File: src/rtl/mem_stage_if.sv
// Data-memory request/acknowledge bus between the MEM stage (master) and data memory (slave).
// The request fields are held stable from the first request cycle through the ack cycle.
interface mem_stage_if;
   logic        req;
   logic        we;
   logic [31:0] addr;
   logic [31:0] wdata;
   logic [3:0]  be;
   logic        ack;
   logic [31:0] rdata;

   modport master (output req, we, addr, wdata, be, input ack, rdata);
   modport slave  (input req, we, addr, wdata, be, output ack, rdata);
endinterface

File: src/rtl/mem_stage.sv
// MEM stage: non-memory and misaligned ops produce a write-back record 1 cycle later; loads and stores do so 1 cycle after dmem ack.
// Holds upstream with stall for the whole bus access; aborts with bus_err after TIMEOUT cycles without ack (0 = wait forever).
module mem_stage #(
   parameter logic [7:0] TIMEOUT = 8'd255
) (
   input  logic        clk,
   input  logic        rst,
   input  logic        in_valid,
   input  logic [31:0] pc,
   input  logic [31:0] result,
   input  logic [31:0] store_data,
   input  logic [4:0]  rd,
   input  logic [3:0]  msg,
   input  logic [4:0]  ctl,
   output logic        stall,
   mem_stage_if.master dmem,
   output logic        wb_valid,
   output logic [31:0] wb_pc,
   output logic [4:0]  wb_rd,
   output logic [31:0] wb_data,
   output logic        wb_we,
   output logic        misalign,
   output logic        bus_err
);

   typedef enum logic {IDLE, BUS} state_t;

   state_t      state_q, state_d;
   logic [7:0]  cnt_q, cnt_d;
   logic        we_q, we_d;
   logic [31:0] addr_q, addr_d;
   logic [31:0] wdata_q, wdata_d;
   logic [3:0]  be_q, be_d;
   logic [31:0] pc_l_q, pc_l_d;
   logic [4:0]  rd_l_q, rd_l_d;
   logic [2:0]  f3_q, f3_d;
   logic [1:0]  lane_q, lane_d;
   logic        rw_q, rw_d;
   logic        wb_valid_q, wb_valid_d;
   logic [31:0] wb_pc_q, wb_pc_d;
   logic [4:0]  wb_rd_q, wb_rd_d;
   logic [31:0] wb_data_q, wb_data_d;
   logic        wb_we_q, wb_we_d;
   logic        misalign_q, misalign_d;
   logic        bus_err_q, bus_err_d;

   logic [31:0] st_wdata;
   logic [3:0]  st_be;
   logic        is_mem;
   logic        mis;
   logic        timeout_hit;
   logic [7:0]  ld_byte;
   logic [15:0] ld_half;
   logic [31:0] ld_data;
   logic        unused_ok;

   assign unused_ok = ^{msg[3], ctl[4:3]};

   assign is_mem      = ctl[1] | ctl[2];
   // funct3[1:0]: 00 byte, 01 half, 1x word
   assign mis         = ((msg[1:0] == 2'b01) && result[0]) ||
                        (msg[1] && (result[1:0] != 2'b00));
   assign timeout_hit = (TIMEOUT != 8'd0) && ((cnt_q + 8'd1) == TIMEOUT);

   always_comb begin
      st_wdata = store_data;
      st_be    = 4'b1111;
      case (msg[1:0])
         2'b00: begin
            st_wdata = {4{store_data[7:0]}};
            st_be    = 4'b0001 << result[1:0];
         end
         2'b01: begin
            st_wdata = {2{store_data[15:0]}};
            st_be    = 4'b0011 << result[1:0];
         end
         default: ;
      endcase
   end

   always_comb begin
      ld_byte = dmem.rdata[7:0];
      case (lane_q)
         2'b01:   ld_byte = dmem.rdata[15:8];
         2'b10:   ld_byte = dmem.rdata[23:16];
         2'b11:   ld_byte = dmem.rdata[31:24];
         default: ld_byte = dmem.rdata[7:0];
      endcase
      ld_half = lane_q[1] ? dmem.rdata[31:16] : dmem.rdata[15:0];
      case (f3_q)
         3'b000:  ld_data = {{24{ld_byte[7]}}, ld_byte};
         3'b100:  ld_data = {24'd0, ld_byte};
         3'b001:  ld_data = {{16{ld_half[15]}}, ld_half};
         3'b101:  ld_data = {16'd0, ld_half};
         default: ld_data = dmem.rdata;
      endcase
   end

   always_comb begin
      state_d    = state_q;
      cnt_d      = cnt_q;
      we_d       = we_q;
      addr_d     = addr_q;
      wdata_d    = wdata_q;
      be_d       = be_q;
      pc_l_d     = pc_l_q;
      rd_l_d     = rd_l_q;
      f3_d       = f3_q;
      lane_d     = lane_q;
      rw_d       = rw_q;
      wb_valid_d = 1'b0;
      wb_pc_d    = wb_pc_q;
      wb_rd_d    = wb_rd_q;
      wb_data_d  = wb_data_q;
      wb_we_d    = wb_we_q;
      misalign_d = 1'b0;
      bus_err_d  = 1'b0;
      case (state_q)
         IDLE: begin
            if (in_valid) begin
               if (!is_mem || mis) begin
                  wb_valid_d = 1'b1;
                  wb_pc_d    = pc;
                  wb_rd_d    = rd;
                  wb_data_d  = result;
                  wb_we_d    = !is_mem && ctl[0] && (rd != 5'd0);
                  misalign_d = is_mem;
               end else begin
                  state_d = BUS;
                  cnt_d   = 8'd0;
                  pc_l_d  = pc;
                  rd_l_d  = rd;
                  f3_d    = msg[2:0];
                  lane_d  = result[1:0];
                  rw_d    = ctl[0];
                  we_d    = ctl[2];
                  addr_d  = {result[31:2], 2'b00};
                  wdata_d = st_wdata;
                  be_d    = st_be;
               end
            end
         end
         BUS: begin
            cnt_d = cnt_q + 8'd1;
            if (dmem.ack || timeout_hit) begin
               state_d    = IDLE;
               wb_valid_d = 1'b1;
               wb_pc_d    = pc_l_q;
               wb_rd_d    = rd_l_q;
               wb_data_d  = {addr_q[31:2], lane_q};
               wb_we_d    = 1'b0;
               // ack wins over a timeout landing in the same cycle
               if (dmem.ack) begin
                  if (!we_q) begin
                     wb_data_d = ld_data;
                     wb_we_d   = rw_q && (rd_l_q != 5'd0);
                  end
               end else begin
                  bus_err_d = 1'b1;
               end
            end
         end
         default: state_d = IDLE;
      endcase
   end

   always_ff @(posedge clk or negedge rst) begin
      if (!rst) begin
         state_q    <= IDLE;
         cnt_q      <= 8'd0;
         we_q       <= 1'b0;
         addr_q     <= 32'd0;
         wdata_q    <= 32'd0;
         be_q       <= 4'd0;
         pc_l_q     <= 32'd0;
         rd_l_q     <= 5'd0;
         f3_q       <= 3'd0;
         lane_q     <= 2'd0;
         rw_q       <= 1'b0;
         wb_valid_q <= 1'b0;
         wb_pc_q    <= 32'd0;
         wb_rd_q    <= 5'd0;
         wb_data_q  <= 32'd0;
         wb_we_q    <= 1'b0;
         misalign_q <= 1'b0;
         bus_err_q  <= 1'b0;
      end else begin
         state_q    <= state_d;
         cnt_q      <= cnt_d;
         we_q       <= we_d;
         addr_q     <= addr_d;
         wdata_q    <= wdata_d;
         be_q       <= be_d;
         pc_l_q     <= pc_l_d;
         rd_l_q     <= rd_l_d;
         f3_q       <= f3_d;
         lane_q     <= lane_d;
         rw_q       <= rw_d;
         wb_valid_q <= wb_valid_d;
         wb_pc_q    <= wb_pc_d;
         wb_rd_q    <= wb_rd_d;
         wb_data_q  <= wb_data_d;
         wb_we_q    <= wb_we_d;
         misalign_q <= misalign_d;
         bus_err_q  <= bus_err_d;
      end
   end

   assign stall      = (state_q == BUS);
   assign dmem.req   = (state_q == BUS);
   assign dmem.we    = we_q;
   assign dmem.addr  = addr_q;
   assign dmem.wdata = wdata_q;
   assign dmem.be    = be_q;
   assign wb_valid   = wb_valid_q;
   assign wb_pc      = wb_pc_q;
   assign wb_rd      = wb_rd_q;
   assign wb_data    = wb_data_q;
   assign wb_we      = wb_we_q;
   assign misalign   = misalign_q;
   assign bus_err    = bus_err_q;

endmodule

File: src/flat_wrapper.sv
// flat-port wrapper written by rule: the top's interface ports become plain ports
module mem_stage_flat 
#(
   parameter logic [7:0] TIMEOUT = 8'd255
)
  (clk, rst, in_valid, pc, result, store_data, rd, msg, ctl, stall, wb_valid, wb_pc, wb_rd, wb_data, wb_we, misalign, bus_err, dmem_req, dmem_we, dmem_addr, dmem_wdata, dmem_be, dmem_ack, dmem_rdata);
  mem_stage_if dmem_i ();
  input  logic clk;
  input  logic rst;
  input  logic in_valid;
  input  logic [31:0] pc;
  input  logic [31:0] result;
  input  logic [31:0] store_data;
  input  logic [4:0] rd;
  input  logic [3:0] msg;
  input  logic [4:0] ctl;
  output logic stall;
  output logic wb_valid;
  output logic [31:0] wb_pc;
  output logic [4:0] wb_rd;
  output logic [31:0] wb_data;
  output logic wb_we;
  output logic misalign;
  output logic bus_err;
  output wire logic [$bits(dmem_i.req)-1:0] dmem_req;
  output wire logic [$bits(dmem_i.we)-1:0] dmem_we;
  output wire logic [$bits(dmem_i.addr)-1:0] dmem_addr;
  output wire logic [$bits(dmem_i.wdata)-1:0] dmem_wdata;
  output wire logic [$bits(dmem_i.be)-1:0] dmem_be;
  input wire logic [$bits(dmem_i.ack)-1:0] dmem_ack;
  input wire logic [$bits(dmem_i.rdata)-1:0] dmem_rdata;
  assign dmem_req = dmem_i.req;
  assign dmem_we = dmem_i.we;
  assign dmem_addr = dmem_i.addr;
  assign dmem_wdata = dmem_i.wdata;
  assign dmem_be = dmem_i.be;
  assign dmem_i.ack = dmem_ack;
  assign dmem_i.rdata = dmem_rdata;
  mem_stage #(.TIMEOUT(TIMEOUT)) u_core (.clk(clk), .rst(rst), .in_valid(in_valid), .pc(pc), .result(result), .store_data(store_data), .rd(rd), .msg(msg), .ctl(ctl), .stall(stall), .dmem(dmem_i), .wb_valid(wb_valid), .wb_pc(wb_pc), .wb_rd(wb_rd), .wb_data(wb_data), .wb_we(wb_we), .misalign(misalign), .bus_err(bus_err));
endmodule
File: config.mk
export PLATFORM = sky130hd
export DESIGN_NAME = mem_stage_flat
export DESIGN_NICKNAME = d
export VERILOG_FILES = /design/src/rtl/mem_stage_if.sv /design/src/rtl/mem_stage.sv /design/src/flat_wrapper.sv
export SDC_FILE = /design/constraint.sdc
export NUM_CORES = 1
export LEC_CHECK = 0
export ABC_AREA = 1
export CAP_MARGIN = 20
export CORE_MARGIN = 2
export CORE_UTILIZATION = 50
export CTS_CLUSTER_SIZE = 40
export DETAILED_ROUTE_END_ITERATION = 6
export PLACE_DENSITY = 0.83
export SYNTH_ARGS = -nofsm -noshare
export SYNTH_HDL_FRONTEND = slang
export SYNTH_SLANG_ARGS = --single-unit
File: constraint.sdc
create_clock -name clk -period 3.1 [get_ports clk]
set_input_delay 0.62 -clock clk [delete_from_list [all_inputs] [get_ports clk]]
set_output_delay 0.62 -clock clk [all_outputs]
set_load 0.005 [all_outputs]
==> out/metrics.yaml, run 1 <==
status:
  outcome: "finished clean"
yosys:
  synth-edff-count: 0
  synth_warnings: 0
  synthSimpleGateAreaFrac_pct: 34.6
  synth_ff_type: "dfrtp_1"
  synth-adder-area-share_pct: 0.242
  synth_common_cells: "398 x nand2_1, 192 x dfrtp_1, 124 x nand3_1"
  synth_xor_area_share_pct: 0.254
  avgSynthCellArea_um2: 8.02
  synth_top_family_by_area: "simple AND/OR/NAND/NOR gates"
  synth_top_area_share_pct: 46.4
  syn-cell-area_um2: 10400
  synth_compound_area_share_pct: 10.4
  yosysMostFrequentCell: "nand2_1"
  netlist_instances: 1292
  synthMuxAreaShare_pct: 0
  seq_area_frac_synth_pct: 46.4
  ys_async_sr_fraction_pct: 100
  synth_cell_type_count: 31
  ys_seq_elements: 192
  yosysTopAreaCell: "dfrtp_1"
  ys_top_cells_by_area: "dfrtp_1 46%, nand2_1 14%, nand2_4 7.6%, nand3_1 6.0%, nand2_2 4.2%"
layout:
  areaGrowthSynthToFinish_pct: 34.5
  layout-drive-gt1-share_pct: 14.2
  final_cell_area_um2: 13900
  final_nets: 1690
  n_antenna_cell: 0
power_and_ir_drop:
  combPwrFrac_pct: 37.0
  intPower_uw: 6000
  clock_power_share_pct: 23.2
  peakVddDrop_v: 0.000411
  p_sw_share_pct: 35.7
  pwr-share-seq_pct: 39.8
  p_sw_uw: 3330
  totalPowerFinal_uw: 9330
  p_leak_uw: 0.00681
  p_per_area_nw_per_um2: 669
global_routing:
  grt_pass1_vias: 9427
  antenna_found_initial: 0
  grt_overflow_total: 0
  grt_pass1_wl_mm: 49.1
  grt_max_degree: 89
  grtUsageTotal_pct: 28.5
cts:
  cts-buffers-inserted: 17
  cts-root-buf: "clkbuf_16"
  cts_tree: "yes"
  postCtsResizedCells: 0
  htree_levels: 4
  clk_latency_ns: 0.44
  cts_setup_buffers: 0
  hold_buffers: 0
  cts_buffer_depth: 2
  cts.clk_slew.worst_paths_ns: 0.08
  clock-sinks: 192
die:
  core_area_um2: 20300
  die_w_um: 148
  initial_core_util_pct: 51.0
  pin_count: 290
  die_h_um: 148
  dieArea_um2: 21900
  rows: 52
worst_setup_path:
  r2r-end: "u_core.wb_rd[3]"
  r2r_slack_ns: 0.72
  cp_data_arrival_time_ns: 2.71
  worst_setup_path_end_kind: "flip-flop"
  required_ns: 3.43
  cp_max_fo: 25
  timing.rr.start: "u_core.cnt_q[0]"
  start_kind: "flip-flop"
  crit_type: "flip-flop to flip-flop"
  reg2reg_depth: 10
route:
  first_iter_violations: 810
  postRouteAntennaNets: 0
  routedWlPerCell_um: 16.7
  drc: 0
  dr.pass1.iters: 5
  vias_per_cell: 5.28
  vias: 9629
  wirelength_mm: 30.6
place:
  port_buffers: 284
  gp_congestion: 0.850
  placed_area_um2: 13400
  dp_hpwl_mm: 21.7
sta:
  fin_skew_ns: 0.0148
  period_share_pct: 76.7
  report.final.hold_viol_count: 0
  worstMarginPinSlew_ns: 0.615
  rsz0062_at_grt: "false"
  hold_ws_ns: 0.183
  max_freq_mhz: 421
  finalSetupViolCount: 0
  max_slew_margin_pct: 59.0
  setup_tns_ns: 0
  drv_slew: 0
  fin_crit_ns: 2.38
worst_hold_path:
  min_path_type: "primary input to asynchronous set/reset pin"
flow_run:
  drv_cap: 0
## state kept, by name, indices dropped and copies added (netlist names)
name and count:
u_core.rd_l_q 5, u_core.lane_q 2, u_core.rw_q 1, u_core.dmem.addr 30, u_core.dmem.we 1, u_core.bus_err 1
u_core.dmem.wdata 32, u_core.misalign 1, u_core.dmem.be 4, u_core.f3_q 3, u_core.pc_l_q 32, u_core.wb_valid 1
u_core.dmem.req 1, u_core.wb_rd 5, u_core.wb_pc 32, u_core.cnt_q 8, u_core.wb_we 1, u_core.wb_data 32
## final cells by class
type	instances	area [um2]
Fill cell	1649	6370
Sequential cell	192	4800
Multi-Input combinational cell	927	4730
Timing Repair Buffer	310	3130
Clock buffer	18	429
Inverter	94	357
Tap cell	270	338
Clock inverter	14	145
## per-layer routing
metal / up-vias / GRT usage, % / share of wire [%]
li1: 4609 / - / -
met1: 4530 / 36.6 / 40
met2: 432 / 47.6 / 48
met3: 58 / 7.47 / 9.3
met4: 0 / 8.81 / 2.6
met5: - / 0 / 0
## power by group through the flow
| stage | Clock [uW] | Sequential (uW) | Combinational (uW) |
|---|---|---|---|
| after floorplan | 0 | 3720 | 1730 |
| after detailed placement | 0 | 3750 | 3450 |
| after global routing | 2310 | 3800 | 3800 |
| after global placement | 0 | 3730 | 3380 |
| final | 2170 | 3710 | 3450 |
| after CTS | 2190 | 3710 | 3470 |
## stage by stage
stage	instances	setup slack, ns	utilization, %
2_1_floorplan	1293	1.28	-
3_3_place_gp	1793	0.353	65.8
3_5_place_dp	1793	0.288	65.8
4_1_cts	1825	0.727	68.6
5_1_grt	1825	0.559	68.6
6_report	1825	0.723	68.6
## layout by cell type (no fill, tap or decap), drive strengths merged
master | synthesis | layout
nor4 | 2 | 2
o21ai | 142 | 142
ha | 2 | 2
clkdlybuf4s50 | 0 | 283
dfrtp | 192 | 192
a21oi | 65 | 65
o22ai | 4 | 4
conb | 1 | 2
inv | 94 | 99
or2 | 2 | 2
clkbuf | 27 | 19
clkinv | 0 | 5
clkinvlp | 0 | 4
nor2 | 35 | 35
a22o | 1 | 1
nand4 | 2 | 2
xor2 | 3 | 3
nor3 | 3 | 3
nand2 | 539 | 539
nand3 | 125 | 125
buf | 53 | 26
## critical path, stage by stage (launching register included)
cell     delay (ns)
dfrtp_1        0.42
ha_1           0.27
xor2_1         0.20
nand2_1        0.08
nor2_1         0.17
nand3_2        0.14
nand2_4        0.31
nand2_8        0.26
buf_4          0.29
nand2_4        0.07
nand2_2        0.04
## kinds of logic after synthesis
family	Yosys count
xor+xnor	3
flops	192
buf+inv	174
compound gates	212
other cells	1
simple gates	708
fa+ha+maj	2
## how the worst max path moves through the flow
stage	start	endpoint	cells past startpoint
floorplan	msg[0]	u_core.wb_data[0]	10
global placement	msg[1]	u_core.wb_we	10
detailed placement	msg[1]	u_core.wb_pc[14]	10
CTS	u_core.cnt_q[0]	u_core.wb_data[2]	10
global route	u_core.dmem.req	u_core.wb_pc[9]	7
finish	u_core.cnt_q[0]	u_core.wb_rd[3]	10
(Power assumes the default switching activity.)
==> run 2: changes to the inputs <==
--- a/config.mk
+++ b/config.mk
@@ -8,10 +8,10 @@
 export ABC_AREA = 1
 export CAP_MARGIN = 20
 export CORE_MARGIN = 2
-export CORE_UTILIZATION = 50
+export CORE_UTILIZATION = 49
 export CTS_CLUSTER_SIZE = 40
 export DETAILED_ROUTE_END_ITERATION = 6
-export PLACE_DENSITY = 0.83
+export PLACE_DENSITY = 0.82
 export SYNTH_ARGS = -nofsm -noshare
 export SYNTH_HDL_FRONTEND = slang
 export SYNTH_SLANG_ARGS = --single-unit
==> constraint.sdc (replaced) <==
create_clock -name clk -period 2.3 [get_ports clk]
set_input_delay 0.46 -clock clk [delete_from_list [all_inputs] [get_ports clk]]
set_output_delay 0.46 -clock clk [all_outputs]
set_load 0.005 [all_outputs]
==> out/metrics.yaml, run 2 (synthesized netlist as in run 1, its figures left out) <==
worst_setup_path:
  cp_top_family: "flip-flops"
  timing.rr.start: "u_core.cnt_q[0]"
  slowest_delay_ns: 0.65
  crit_buf_inv: 1
  r2r_slack_ns: 0.17
  cp_max_fo: 12
  r2r-end: "u_core.wb_data[19]"
  crit_type: "flip-flop to primary output"
  worstPathCellList: "clkdlybuf4s50_1"
  setup.worst_path.start: "u_core.dmem.req"
  worst_setup_path_end_kind: "primary output"
  required_ns: 1.84
  endpoint: "dmem_req"
  crit_cells: 1
  cpMaxStageDelayCell: "dfrtp_1"
  cp_data_arrival_time_ns: 1.68
  start_kind: "flip-flop"
  reg2reg_depth: 10
sta:
  finalSetupViolCount: 0
  drv_slew: 0
  rsz0062_at_grt: "false"
  report.final.hold_viol_count: 0
  max_freq_mhz: 467
  worstMarginPinSlew_ns: 0.602
  max_slew_margin_pct: 59.9
  fin_crit_ns: 2.14
  period_share_pct: 93.1
  fin_skew_ns: 0.0128
route:
  postRouteAntennaNets: 0
  top_layer: "met4"
  wirelength_mm: 31.3
  dr.pass1.iters: 6
  first_iter_violations: 758
  vias_per_cell: 5.24
  wl_met2_mm: 15.3
  vias: 9692
  dr_wl_met3_mm: 2.98
  drc: 0
  routedWlPerCell_um: 16.9
  met1_length_mm: 12.4
place:
  port_buffers: 284
  dp_hpwl_mm: 22.3
  placed_area_um2: 13600
  gp_congestion: 0.936
cts:
  cts_setup_buffers: 0
  cts-buffers-inserted: 17
  clock-sinks: 192
  cts_buffer_depth: 2
  htree_levels: 4
  cts-root-buf: "clkbuf_16"
  clk_latency_ns: 0.44
  cts.clk_slew.worst_paths_ns: 0.08
  cts_tree: "yes"
die:
  die_h_um: 149
  pin_count: 290
  dieArea_um2: 22300
  rows: 53
  initial_core_util_pct: 49.6
  core_area_um2: 20900
  die_w_um: 149
flow_run:
  drv_cap: 0
worst_hold_path:
  min_path_type: "flip-flop to flip-flop"
layout:
  n_antenna_cell: 0
  final_cell_mix: "397 x nand2_1, 283 x clkdlybuf4s50_1, 192 x dfrtp_1, 124 x nand3_1, 82 x inv_1"
  final_cell_area_um2: 14300
  layout-drive-gt1-share_pct: 15.3
  nFillCells: 1729
  layout_commonest_cell: "nand2_1"
  areaGrowthSynthToFinish_pct: 37.8
  final_nets: 1709
  fin_util_pct: 68.3
status:
  outcome: "finished clean"
global_routing:
  grt_overflow_total: 0
  antenna_found_initial: 0
  grt_pass1_vias: 9399
  grt_pass1_wl_mm: 49.5
  grt_max_degree: 64
  grtUsageTotal_pct: 28.3
power_and_ir_drop:
  p_per_area_nw_per_um2: 909
  peakVddDrop_v: 0.000543
  p_leak_uw: 0.00699
  totalPowerFinal_uw: 13000
-- run 2: cell count changes in the layout (fill, tap and decap cells not counted), sizes merged --
cell and change:
buf +17, bufinv +2, clkinvlp -2, dlygate4sd3 +1
inv +1
-- run 2: what timing repair did --
| action | CTS | global route |
|---|---|---|
| endpoints found under the hold margin | 43 | 0 |
| hold buffers | 1 | 0 |
| gates resized for setup | 0 | 4 |
| setup endpoints to repair | 0 | 33 |
-- run 2: cell type report --
| class | count | area, um2 | share of cell area, % |
|---|---|---|---|
| inverter | 94 | 358 | 2.51 |
| clock inverter | 15 | 216 | 1.52 |
| timing repair buffer | 329 | 3390 | 23.7 |
| clock buffer | 17 | 425 | 2.98 |
| sequential | 192 | 4800 | 33.7 |
| tap | 275 | 344 | 2.41 |
| multi-input combinational | 927 | 4740 | 33.2 |
-- run 2: power breakdown --
group	total [uW]	internal, uW	switching, uW
Combinational	4770	2470	2300
Clock	3190	1690	1510
Sequential	5020	4260	763
-- run 2: worst reg2reg max path, cell delays in order, from the launching register on --
cell and delay (ns):
dfrtp_1 0.44, ha_2 0.26, xor2_1 0.19, nand2_1 0.07, nor2_1 0.15, nand3_2 0.18, nand2_8 0.19, nand2_8 0.16
buf_12 0.24, nand2_4 0.09, nand2_2 0.04
-- run 2: how the worst min path moves through the flow --
stage | from | endpoint | slack (ns) | depth (start not counted)
3_3_place_gp | rst | u_core.dmem.wdata[28] | 0.44 | 1
2_1_floorplan | rst | u_core.bus_err | 0.16 | 0
5_1_grt | u_core.rw_q | u_core.rw_q | 0.51 | 2
3_5_place_dp | rst | u_core.dmem.wdata[28] | 0.44 | 1
4_1_cts | u_core.rw_q | u_core.rw_q | 0.49 | 2
6_report | u_core.dmem.wdata[8] | u_core.dmem.wdata[8] | 0.49 | 2
-- run 2: per-stage QoR --
| stage | setup slack (ns) | cells | setup TNS [ns] | hold slack [ns] |
|---|---|---|---|---|
| 2_1_floorplan | 0.593 | 1293 | 0 | 0.164 |
| 3_3_place_gp | -0.0282 | 1815 | -0.112 | 0.442 |
| 3_5_place_dp | -0.100 | 1815 | -3.62 | 0.442 |
| 4_1_cts | 0.139 | 1848 | 0 | 0.490 |
| 5_1_grt | 0.00829 | 1849 | 0 | 0.507 |
| 6_report | 0.159 | 1849 | 0 | 0.488 |
-- run 2: routing by layer --
| metal | vias to the layer above | track usage, % |
|---|---|---|
| li1 | 4647 | - |
| met1 | 4570 | 35.9 |
| met2 | 434 | 47.7 |
| met3 | 41 | 7.80 |
| met4 | 0 | 7.52 |
| met5 | - | 0 |
==> run 3: changes to the inputs <==
--- a/config.mk
+++ b/config.mk
@@ -6,12 +6,11 @@
 export NUM_CORES = 1
 export LEC_CHECK = 0
 export ABC_AREA = 1
-export CAP_MARGIN = 20
 export CORE_MARGIN = 2
 export CORE_UTILIZATION = 49
 export CTS_CLUSTER_SIZE = 40
 export DETAILED_ROUTE_END_ITERATION = 6
-export PLACE_DENSITY = 0.82
+export PLACE_DENSITY_LB_ADDON = 0.08
 export SYNTH_ARGS = -nofsm -noshare
 export SYNTH_HDL_FRONTEND = slang
 export SYNTH_SLANG_ARGS = --single-unit
==> out/metrics.yaml, run 3 (synthesized netlist as in run 1, its figures left out) <==
status:
  outcome: "finished clean"
layout:
  final_cell_mix: "397 x nand2_1, 283 x clkdlybuf4s50_1, 192 x dfrtp_1, 124 x nand3_1, 82 x inv_1"
  fin_util_pct: 67.7
  layout-drive-gt1-share_pct: 14.9
  layout_commonest_cell: "nand2_1"
  n_antenna_cell: 0
  areaGrowthSynthToFinish_pct: 36.5
  final_nets: 1703
  seq_area_um2: 4800
  multi_input_area_um2: 4730
  post_layout_nonfiller_instances: 1842
  nFillCells: 1835
worst_setup_path:
  required_ns: 1.84
  crit_buf_inv: 1
  cp_data_arrival_time_ns: 1.73
  start_kind: "flip-flop"
  worstPathCellList: "clkdlybuf4s50_1"
  cp_top_family: "flip-flops"
  crit_type: "flip-flop to primary output"
  worst_setup_path_end_kind: "primary output"
  timing.rr.start: "u_core.lane_q[1]"
  slowest_delay_ns: 0.68
  cpMaxStageDelayCell: "dfrtp_1"
  setup.worst_path.start: "u_core.dmem.req"
  cp_max_fo: 13
place:
  dp_hpwl_mm: 20.9
  place_inst: 1810
  gp_congestion: 0.837
  port_buffers: 284
sta:
  period_share_pct: 95.3
  worstMarginPinSlew_ns: 0.644
  max_freq_mhz: 456
  drv_slew: 0
  fin_crit_ns: 2.19
  max_slew_margin_pct: 57.1
  rsz0062_at_grt: "false"
  fin_skew_ns: 0.0121
  finalSetupViolCount: 0
  report.final.hold_viol_count: 0
  hold_ws_ns: 0.413
power_and_ir_drop:
  totalPowerFinal_uw: 12700
  p_per_area_nw_per_um2: 895
  peakVddDrop_v: 0.000514
  p_leak_uw: 0.00692
cts:
  cts_setup_buffers: 0
  clk_latency_ns: 0.43
  cts.clk_slew.worst_paths_ns: 0.08
  cts_tree: "yes"
  cts_buffer_depth: 2
  cts-root-buf: "clkbuf_16"
  htree_levels: 4
  cts-buffers-inserted: 17
  clock-sinks: 192
global_routing:
  grt_pass1_wl_mm: 47.1
  antenna_found_initial: 0
  grt_pass1_vias: 9062
  grt_max_degree: 115
  grtUsageTotal_pct: 26.7
  grt_overflow_total: 0
route:
  routedWlPerCell_um: 15.8
  dr_wl_met3_mm: 2.61
  postRouteAntennaNets: 0
  wl_met2_mm: 13.6
  wirelength_mm: 29.2
  met1_length_mm: 12.5
  first_iter_violations: 709
  vias_per_cell: 5.03
  dr.pass1.iters: 5
  drc: 0
  top_layer: "met4"
  vias: 9257
die:
  pin_count: 290
  rows: 53
  die_h_um: 149
  die_w_um: 149
  dieArea_um2: 22300
  core_area_um2: 20900
  initial_core_util_pct: 49.6
worst_hold_path:
  min_path_type: "primary input to asynchronous set/reset pin"
flow_run:
  drv_cap: 0
run 3: cell types whose count changed in the layout (fill, tap and decap cells not counted), sizes merged:
| cell | before | now |
|---|---|---|
| clkinv | 5 | 4 |
| inv | 100 | 99 |
| clkinvlp | 2 | 3 |
| bufinv | 2 | 1 |
| buf | 43 | 38 |
run 3: final timing paths:
path,to,slack (ns),cells past startpoint
worst max register to register,u_core.wb_data[20],0.24,10
worst max-delay path,dmem_req,0.11,1
worst min register to register,u_core.dmem.wdata[4],0.48,2
worst min-delay path,u_core.dmem.wdata[10],0.41,2
max in group asynchronous,u_core.wb_pc[7],1.04,3
min in group clk,u_core.dmem.wdata[4],0.48,2
run 3: metrics by stage:
stage	TNS, ns	area, um2	setup WS, ns
2_1_floorplan	0	10400	0.593
3_3_place_gp	0	13500	0.00685
3_5_place_dp	-0.0905	13500	-0.0174
4_1_cts	0	14100	0.0905
5_1_grt	0	14100	0.0375
6_report	0	14100	0.108
run 3: area by class of cell:
class / count / area share (%)
Clock buffer: 18 / 3.11
Timing Repair Buffer: 323 / 23.5
Sequential cell: 192 / 34.0
Multi-Input combinational cell: 927 / 33.5
Clock inverter: 13 / 1.03
Inverter: 94 / 2.52
Tap cell: 275 / 2.43
run 3: metal layers:
layer  up-vias  global-route usage (%)
met2       315                    42.7
met1      4276                    36.4
met3        26                    7.34
li1       4640                       -
met5         -                       0
met4         0                    6.10
run 3: timing repair:
action,in CTS,in global routing
hold endpoints to repair,8,0
resized for setup,0,0
hold buffers,1,0
run 3: report_power, final:
part           internal [uW]  leakage, uW  switching, uW
Combinational           2430      0.00425           2230
Sequential              4260      0.00239            744
Clock                   1560     0.000279           1420
